`src/rtl/ct_addr_seq.sv`:
```
// rtl/ct_addr_seq.sv - control-and-timing address sequencer for the bit-serial ROM
//
// Owns the 56-bit-time word counter, frames the ROM with sync, shifts the
// program address out on ia, captures the returned instruction from is and
// computes the next program address (increment, jsb, conditional goto, return).
//
// Optional feature macro: CT_RET_STACK2_EN
//   undefined : single return register
//   defined   : two-entry return stack (d_ret shows the top entry)
//
// Ports:
//   cph2     in   system clock, all state on rising edge
//   pon      in   asynchronous active-low power-on reset
//   is       in   serial instruction from ROM, LSB first
//   carry    in   carry flag from arithmetic chip, any bit time
//   sync     out  word-frame marker, high for t=46..55
//   ia       out  serial ROM address, LSB first, t=T_IA0..T_IA0+7
//   inst     out  last captured instruction word
//   inst_vld out  one-cycle pulse during t=55
//   d_pc     out  debug: current program counter
//   d_ret    out  debug: return-stack top

module ct_addr_seq #(
  parameter logic [7:0] RST_PC = 8'h00,
  parameter int         T_IA0  = 19,
  parameter int         T_IS0  = 45
) (
  input  logic       cph2,
  input  logic       pon,
  input  logic       is,
  input  logic       carry,
  output logic       sync,
  output logic       ia,
  output logic [9:0] inst,
  output logic       inst_vld,
  output logic [7:0] d_pc,
  output logic [7:0] d_ret
);

  localparam logic [5:0] T_LAST   = 6'd55;
  localparam logic [5:0] T_SYNC0  = 6'd46;
  localparam logic [5:0] IA_LO    = 6'(T_IA0);
  localparam logic [5:0] IA_HI    = 6'(T_IA0 + 7);
  localparam logic [5:0] IS_LO    = 6'(T_IS0);
  localparam logic [5:0] IS_HI    = 6'(T_IS0 + 9);
  localparam logic [9:0] W_RETURN = 10'b00_0011_0000;

  logic [5:0] t;
  logic [5:0] t_nxt;
  logic [5:0] ia_idx;
  logic [7:0] pc;
  logic [7:0] pc_nxt;
  logic [7:0] pc_inc;
  logic [7:0] ret;
  logic [7:0] ret_nxt;
  logic [9:0] ish;
  logic       carry_l;
  logic       carry_eff;
  logic       word_end;
`ifdef CT_RET_STACK2_EN
  logic [7:0] ret1;
  logic [7:0] ret1_nxt;
`endif

  assign word_end  = (t == T_LAST);
  assign t_nxt     = word_end ? 6'd0 : t + 6'd1;
  assign pc_inc    = pc + 8'd1;
  // The t=55 carry still counts toward the word it belongs to.
  assign carry_eff = carry_l | carry;

  // ia is combinational so it is valid for the whole bit time; the ROM
  // samples mid-cycle and pc only moves at t=55, well outside the window.
  assign ia_idx = t - IA_LO;
  assign ia     = ((t >= IA_LO) && (t <= IA_HI)) ? pc[ia_idx[2:0]] : 1'b0;

  assign d_pc  = pc;
  assign d_ret = ret;

  always_comb begin
    pc_nxt  = pc_inc;
    ret_nxt = ret;
`ifdef CT_RET_STACK2_EN
    ret1_nxt = ret1;
`endif
    if (ish[1:0] == 2'b01) begin
      // jsb: push pc+1 (wraps modulo 256) and jump
      ret_nxt = pc_inc;
      pc_nxt  = ish[9:2];
`ifdef CT_RET_STACK2_EN
      ret1_nxt = ret;
`endif
    end else if (ish[1:0] == 2'b11) begin
      // conditional goto is taken only when no carry occurred this word
      pc_nxt = carry_eff ? pc_inc : ish[9:2];
    end else if (ish == W_RETURN) begin
      pc_nxt = ret;
`ifdef CT_RET_STACK2_EN
      ret_nxt = ret1;
`endif
    end
  end

  always_ff @(posedge cph2 or negedge pon) begin
    if (!pon) begin
      t        <= 6'd0;
      pc       <= RST_PC;
      ret      <= 8'h00;
      inst     <= 10'h000;
      ish      <= 10'h000;
      carry_l  <= 1'b0;
      sync     <= 1'b0;
      inst_vld <= 1'b0;
`ifdef CT_RET_STACK2_EN
      ret1     <= 8'h00;
`endif
    end else begin
      t        <= t_nxt;
      // Registered from t_nxt so sync lines up exactly with t=46..55.
      sync     <= (t_nxt >= T_SYNC0);
      inst_vld <= (t_nxt == T_LAST);

      // Bits arrive LSB first, so a right shift leaves bit 0 at ish[0]
      // after the tenth sample.
      if ((t >= IS_LO) && (t <= IS_HI)) begin
        ish <= {is, ish[9:1]};
      end

      if (word_end) begin
        inst    <= ish;
        pc      <= pc_nxt;
        ret     <= ret_nxt;
        carry_l <= 1'b0;
`ifdef CT_RET_STACK2_EN
        ret1    <= ret1_nxt;
`endif
      end else begin
        carry_l <= carry_eff;
      end
    end
  end

endmodule
```
`config.mk`:
```
export PLATFORM = sky130hd
export DESIGN_NAME = ct_addr_seq
export DESIGN_NICKNAME = d
export VERILOG_FILES = /design/src/rtl/ct_addr_seq.sv
export SDC_FILE = /design/constraint.sdc
export NUM_CORES = 1
export LEC_CHECK = 0
export CORE_MARGIN = 1.5
export CORE_UTILIZATION = 35
export DETAILED_ROUTE_END_ITERATION = 10
export SETUP_SLACK_MARGIN = 0.1
export SYNTH_ARGS = -nofsm -noshare
export SYNTH_HDL_FRONTEND = slang
export SYNTH_SLANG_ARGS = --single-unit
```
`constraint.sdc`:
```
create_clock -name cph2 -period 3.6 [get_ports cph2]
set_clock_uncertainty 0.15 [all_clocks]
set_input_delay 0.72 -clock cph2 [delete_from_list [all_inputs] [get_ports cph2]]
set_output_delay 0.72 -clock cph2 [all_outputs]
set_load 0.01 [all_outputs]
```
==> reports/metrics.yaml, run 1 <==
outcome:
  outcome: "finished clean"
timing:
  setup_tns_ns: 0
  period_minus_slack_ns: 3.13
  max_clock_freq_mhz: 319
  hold_viol_final: 0
  rsz0062_at_grt: "no"
  setup_viol_count_final: 0
  worst_pin_slew_ns: 1.02
  drv_slew: 0
  period_share: 0.871
  slew_headroom: 0.323
power:
  swShare: 0.199
  vdd_drop_max_v: 0.000212
  internal_power_w: 0.000789
  switchingPower_w: 0.000195
  p_leak_nw: 1.30
  p_clk_frac: 0.460
  seq_power_share: 0.521
  power_frac_comb: 0.019
  power_density_nw_per_um2: 325
cells_and_area:
  nFillCells: 680
  antenna_cells: 0
  nNetsFinal: 286
  final_cell_area_sq_um: 3030
  drive_above_1_share: 0.134
  syn_to_final_growth_pct: 21.4
floorplan:
  io_pins: 33
  dieArea_sq_um: 7650
  die_y_um: 87.5
  start_util: 0.366
  die_w_um: 87.5
  rows: 30
  core_sq_um: 6830
global_route:
  grtUsageTotal: 0.171
  grt_max_degree: 46
  grt_antenna_before_repair: 0
  grt_pass1_wl_um: 10000
  overflow: 0
  grt_pass1_vias: 1950
critical_path:
  reg2reg_depth: 5
  crit_arrival_ns: 2.26
  end_kind: "output pin"
  r2r-end: "d_ret[2]"
  worstPathRequired_ns: 2.73
  ff2ff_setup_slack_ns: 1.25
  worstPathMaxFanout: 4
  crit_type: "flop to output pin"
  cp-start-kind: "flop"
  r2r_start: "t[0]"
drt:
  post_drt_wl_per_cell_um: 16.2
  vias_per_cell: 5.23
  route.vias.total: 1944
  drtAntennaViolNets: 0
  drt_wl_total_um: 6030
  drc: 0
  first_pass_iters: 4
  drtIter0Drc: 143
clock_tree:
  root_buffer: "clkbuf_8"
  cts_num_sinks: 45
  clk_latency_ns: 0.30
  h-tree-depth: 2
  cts_tree: "built"
  clkTransAtPathRegs_ns: 0.08
  clockBufferDepth: 2
  cts_buffers: 5
  cts_setup_buffers: 0
  cts_hold_buf: 0
synthesis:
  yosysUniqueCellTypes: 53
  seq_area_frac_synth: 0.451
  async_reset_ff_frac: 1.00
  syn_avg_cell_area_sq_um: 10.1
  synth_fp_nets: 258
  ys_ff_latch: 45
  synth_area_sq_um: 2500
  syn_inst: 247
  yosys_warnings: 0
  synth-edff-count: 0
  synth_ff_type: "dfrtp_1"
min_path:
  holdPathStages: 2
  hold_path_class: "flop to flop"
  hold-path-endpoint: "inst[0]"
  hp-start: "inst[0]"
placement:
  dpl_cell_area_sq_um: 2880
  port_buffers: 32
  routabilityCongestion: 0.839
  hpwl_um: 4220
run:
  drv_cap: 0
## layout by cell type (no fill, tap or decap), types with 4 or more instances in the layout
| cell type | count |
|---|---|
| nand3_1 | 5 |
| xor2_1 | 4 |
| nor2_1 | 10 |
| o21ai_0 | 16 |
| mux2i_1 | 10 |
| nor3_1 | 6 |
| dfrtp_1 | 45 |
| a31oi_1 | 6 |
| nand2b_1 | 4 |
| buf_4 | 4 |
| a21oi_1 | 6 |
| inv_1 | 10 |
| o311ai_0 | 5 |
| clkbuf_8 | 5 |
| clkdlybuf4s50_1 | 30 |
| ha_1 | 6 |
| nand4_1 | 5 |
| mux2_2 | 12 |
| nand2_1 | 33 |
## timing repair
action                     in CTS  in global routing
gates resized for setup         1                  2
pin swaps                       0                  0
setup endpoints to repair       1                  1
## how the worst max path moves through the flow
stage | start | to | slack [ns] | cells past startpoint
finish | t[0] | ia | 0.47 | 7
global route | t[0] | ia | 0.34 | 7
CTS | t[0] | ia | 0.11 | 7
detailed placement | t[0] | ia | 0.37 | 7
global placement | t[0] | ia | 0.42 | 7
floorplan | t[0] | ia | 0.76 | 7
## cell usage after synthesis, drive strengths merged, types with 2 or more instances
cell     n  area share
and3     3      0.0075
and4b    2      0.0080
o221ai   2      0.0070
nand4b   2      0.0070
dfrtp   45        0.45
a31oi    6       0.015
xor2     4       0.014
inv     11       0.017
xnor2    2      0.0070
o21ai   16       0.032
buf     10       0.027
o311ai   5       0.018
and2     2      0.0050
mux2i   10       0.040
nor2b    2      0.0050
nor4     4       0.016
nand3    5       0.010
nor4b    2       0.013
o21a     3      0.0090
mux4     2       0.018
nor3     7       0.016
nand4    5       0.013
clkbuf   5      0.0075
nand2   33       0.050
ha       7       0.035
o211ai   2      0.0060
or3      2      0.0050
nor2    11       0.018
mux2    12       0.054
a21oi    6       0.012
nand2b   4       0.010
## worst max-delay path, stage by stage, from the launching register on
cell,delay (ns)
dfrtp_1,0.35
inv_1,0.09
ha_4,0.30
mux4_2,0.53
a221oi_2,0.25
a21oi_1,0.07
and4b_1,0.21
dlymetal6s2s_1,0.16
## metrics by stage
step / cells / hold slack, ns / setup slack (ns) / utilization / total power (W)
floorplan: 247 / 0.274 / 0.763 / - / 0.000526
detailed placement: 364 / 0.311 / 0.370 / 0.421 / 0.000542
finish: 372 / 0.331 / 0.466 / 0.444 / 0.000984
CTS: 372 / 0.339 / 0.110 / 0.443 / 0.000996
global route: 372 / 0.377 / 0.343 / 0.444 / 0.00102
global placement: 364 / 0.314 / 0.421 / 0.421 / 0.000542
## power groups by stage
stage	Sequential [W]	Combinational [W]	Clock (W)
2_1_floorplan	0.000521	0.00000512	0
3_3_place_gp	0.000523	0.0000194	0
3_5_place_dp	0.000523	0.0000197	0
4_1_cts	0.000513	0.0000196	0.000464
5_1_grt	0.000513	0.0000217	0.000486
6_report	0.000513	0.0000185	0.000453
## per-layer routing
metal	vias to the layer above	share of wire	GRT usage
met5	-	0	0
met4	0	0.017	0.0534
met3	10	0.042	0.0341
met2	44	0.47	0.273
met1	947	0.47	0.234
li1	943	-	-
## cell families (layout without fill, tap and decap cells)
logic type | count (synthesis) | count (layout) | synth area share
XOR/XNOR | 6 | 6 | 0.0210
buffers and inverters | 26 | 55 | 0.0511
AND/OR/NAND/NOR | 88 | 88 | 0.194
adder cells (fa/ha/maj) | 7 | 7 | 0.0351
AO/OA/AOI/OAI | 51 | 51 | 0.136
flip-flops | 45 | 45 | 0.451
multiplexers | 24 | 24 | 0.112
## final cells by class
| cell class | instances | area [sq um] | share of cell area |
|---|---|---|---|
| Clock buffer | 5 | 68.8 | 0.0227 |
| Clock inverter | 3 | 65.1 | 0.0215 |
| Inverter | 11 | 41.3 | 0.0136 |
| Multi-Input combinational cell | 176 | 1260 | 0.417 |
| Sequential cell | 45 | 1130 | 0.371 |
| Tap cell | 96 | 120 | 0.0396 |
| Timing Repair Buffer | 36 | 348 | 0.115 |
## flip-flops by register name, indices dropped and copies added (netlist names)
| register | count |
|---|---|
| carry_l | 1 |
| d_pc | 8 |
| d_ret | 8 |
| inst | 10 |
| inst_vld | 1 |
| ish | 10 |
| sync | 1 |
| t | 6 |
(Power assumes the default switching activity.)
==> run 2, diff against run 1 <==
GPL_TIMING_DRIVEN = 1   (was unset)
==> results of run 2 <==
Same layout as run 1: the final DEF is identical, and so are final timing and power.
==> run 3, diff against run 2 <==
--- a/config.mk
+++ b/config.mk
@@ -6,4 +6,5 @@
 export NUM_CORES = 1
 export LEC_CHECK = 0
+export CAP_MARGIN = 15
 export CORE_MARGIN = 1.5
 export CORE_UTILIZATION = 35
==> constraint.sdc (replaced) <==
create_clock -name cph2 -period 3.6 [get_ports cph2]
set_clock_uncertainty 0.15 [all_clocks]
set_input_delay 0.36 -clock cph2 [delete_from_list [all_inputs] [get_ports cph2]]
set_output_delay 0.36 -clock cph2 [all_outputs]
set_load 0.01 [all_outputs]
==> reports/metrics.yaml, run 3 (synthesized netlist as in run 1, its figures left out) <==
power:
  seq_power_share: 0.612  # +0.091
  power_frac_comb: 0.022  # +0.003
  internal_power_w: 0.000648  # -18%
  swShare: 0.227  # +0.0280
  p_clk_frac: 0.366  # -0.094
  power_density_nw_per_um2: 284  # -12%
  p_leak_nw: 1.24  # -4.5%
  vdd_drop_max_v: 0.000177  # -17%
  switchingPower_w: 0.000190  # -2.9%
clock_tree:
  h-tree-depth: 2  # unchanged
  cts_buffers: 5  # unchanged
  cts_num_sinks: 45  # unchanged
  clkTransAtPathRegs_ns: 0.09  # about the same
  cts_tree: "built"
  clockBufferDepth: 2  # unchanged
  root_buffer: "clkbuf_8"
  clk_latency_ns: 0.30  # about the same
  cts_hold_buf: 0  # unchanged
floorplan:
  dieArea_sq_um: 7650  # unchanged
  die_y_um: 87.5  # unchanged
  core_sq_um: 6830  # unchanged
  rows: 30  # unchanged
  die_w_um: 87.5  # unchanged
  start_util: 0.366  # unchanged
  io_pins: 33  # unchanged
timing:
  hold_viol_final: 0  # unchanged
  period_share: 0.925  # +0.0541
  fin_ws_ns: 0.271  # -0.195 ns
  setup_tns_ns: 0  # unchanged
  period_minus_slack_ns: 3.33  # +0.195 ns
  max_clock_freq_mhz: 300  # -5.9%
  slew_headroom: 0.317  # -0.00552
  setup_viol_count_final: 0  # unchanged
  worst_pin_slew_ns: 1.02  # +0.00828 ns
  drv_slew: 0  # unchanged
  rsz0062_at_grt: "no"
critical_path:
  crit_arrival_ns: 2.82  # +0.56 ns
  slowest_stage: "mux4_2"
  critPathTopFamily: "buffers and inverters"
  crit_path_cell_trace: "inv_1 -> ha_1 -> mux4_2 -> a221oi_1 -> a21oi_1 -> and4b_1 -> clkdlybuf4s50_1"
  worstPathRequired_ns: 3.09  # +0.36 ns
  cp-start-kind: "flop"
  crit_buf_inv: 2  # unchanged
  cpPeakStageDelay_ns: 0.53  # about the same
  worstPathMaxFanout: 10  # +6
  end_kind: "output pin"
  crit_type: "flop to output pin"
placement:
  placedCellCount: 362  # -0.55%
  routabilityCongestion: 0.863  # +2.9%
  dpl_worst_slack_ns: 0.479  # +0.110 ns
  port_buffers: 32  # unchanged
  hpwl_um: 4100  # -2.8%
cells_and_area:
  final_common_cell: "dfrtp_1"
  stdcell_count: 369  # -0.81%
  drive_above_1_share: 0.117  # -0.0168
  top_regs: "inst: 10 flops, ish: 10 flops"
  final_cell_mix: "44 x dfrtp_1, 33 x nand2_1, 31 x clkdlybuf4s50_1, 16 x o21ai_0, 12 x mux2_2"
  antenna_cells: 0  # unchanged
  nNetsFinal: 284  # -0.70%
  syn_to_final_growth_pct: 17.9
global_route:
  grt_max_degree: 46  # unchanged
  grt_pass1_vias: 1897  # -2.7%
  met2_usage: 0.252  # -0.0210
  grtUsageTotal: 0.168  # -0.00297
  grtUsageMet3: 0.0294  # -0.00474
  busiest_layer: "met2"
  grt_use_met1: 0.250  # +0.0163
  grt_pass1_wl_um: 9930  # -0.82%
  overflow: 0  # unchanged
  grt_antenna_before_repair: 0  # unchanged
drt:
  vias_per_cell: 5.20  # -0.43%
  route.vias.total: 1920  # -1.2%
  drtAntennaViolNets: 0  # unchanged
  post_drt_wl_per_cell_um: 15.9  # -2.0%
  drc: 0  # unchanged
  first_pass_iters: 4  # unchanged
  drt_wl_total_um: 5860  # -2.8%
  drtIter0Drc: 106  # -26%
run:
  drv_cap: 0  # unchanged
min_path:
  hold_path_class: "primary input to asynchronous set/reset pin"
outcome:
  outcome: "finished clean"
## run 3: per-layer routing
| metal | part of all wire | up-vias |
|---|---|---|
| met5 | 0 | - |
| met4 | 0.0084 | 0 |
| met3 | 0.028 | 5 |
| met2 | 0.45 | 37 |
| met1 | 0.51 | 935 |
| li1 | - | 943 |
## run 3: cell type report
| cell class | instances | area [sq um] |
|---|---|---|
| multi-input cells | 176 | 1240 |
| clock buffers | 6 | 72.6 |
| flip-flops and latches | 45 | 1130 |
| fillers | 705 | 3890 |
| well taps | 96 | 120 |
| clock inverters | 1 | 8.76 |
| repair buffers | 34 | 330 |
| inverters | 11 | 41.3 |
## run 3: repair_timing
| action | 4_1_cts | 5_1_grt |
|---|---|---|
| endpoints found under the setup margin | 0 | 1 |
| buffers inserted | 0 | 0 |
| gates resized for setup | 0 | 1 |
## run 3: path summary, 6_finish.rpt
path                       startpoint  slack (ns)       end  cells past startpoint
max                              t[0]        0.27        ia                      7
min                               pon        0.08   inst[7]                      1
max reg2reg                      t[1]        1.26  d_ret[2]                      4
min reg2reg                   inst[3]        0.33   inst[3]                      2
max in group asynchronous         pon        2.52      t[0]                      1
min in group cph2             inst[3]        0.33   inst[3]                      2
## run 3: metrics by stage
step	power [W]	utilization	hold slack, ns	area [sq um]
3_5_place_dp	0.000542	0.419	0.311	2860
2_1_floorplan	0.000526	-	-0.0856	2500
5_1_grt	0.000871	0.431	0.162	2950
4_1_cts	0.000851	0.431	0.113	2940
6_report	0.000838	0.431	0.0808	2950
3_3_place_gp	0.000542	0.419	0.311	2860
## run 3: power groups by stage
stage	clock (W)	combinational [W]	sequential, W
5_1_grt	0.000337	0.0000216	0.000513
2_1_floorplan	0	0.00000512	0.000521
4_1_cts	0.000318	0.0000196	0.000513
3_3_place_gp	0	0.0000193	0.000523
3_5_place_dp	0	0.0000197	0.000523
6_report	0.000307	0.0000185	0.000513
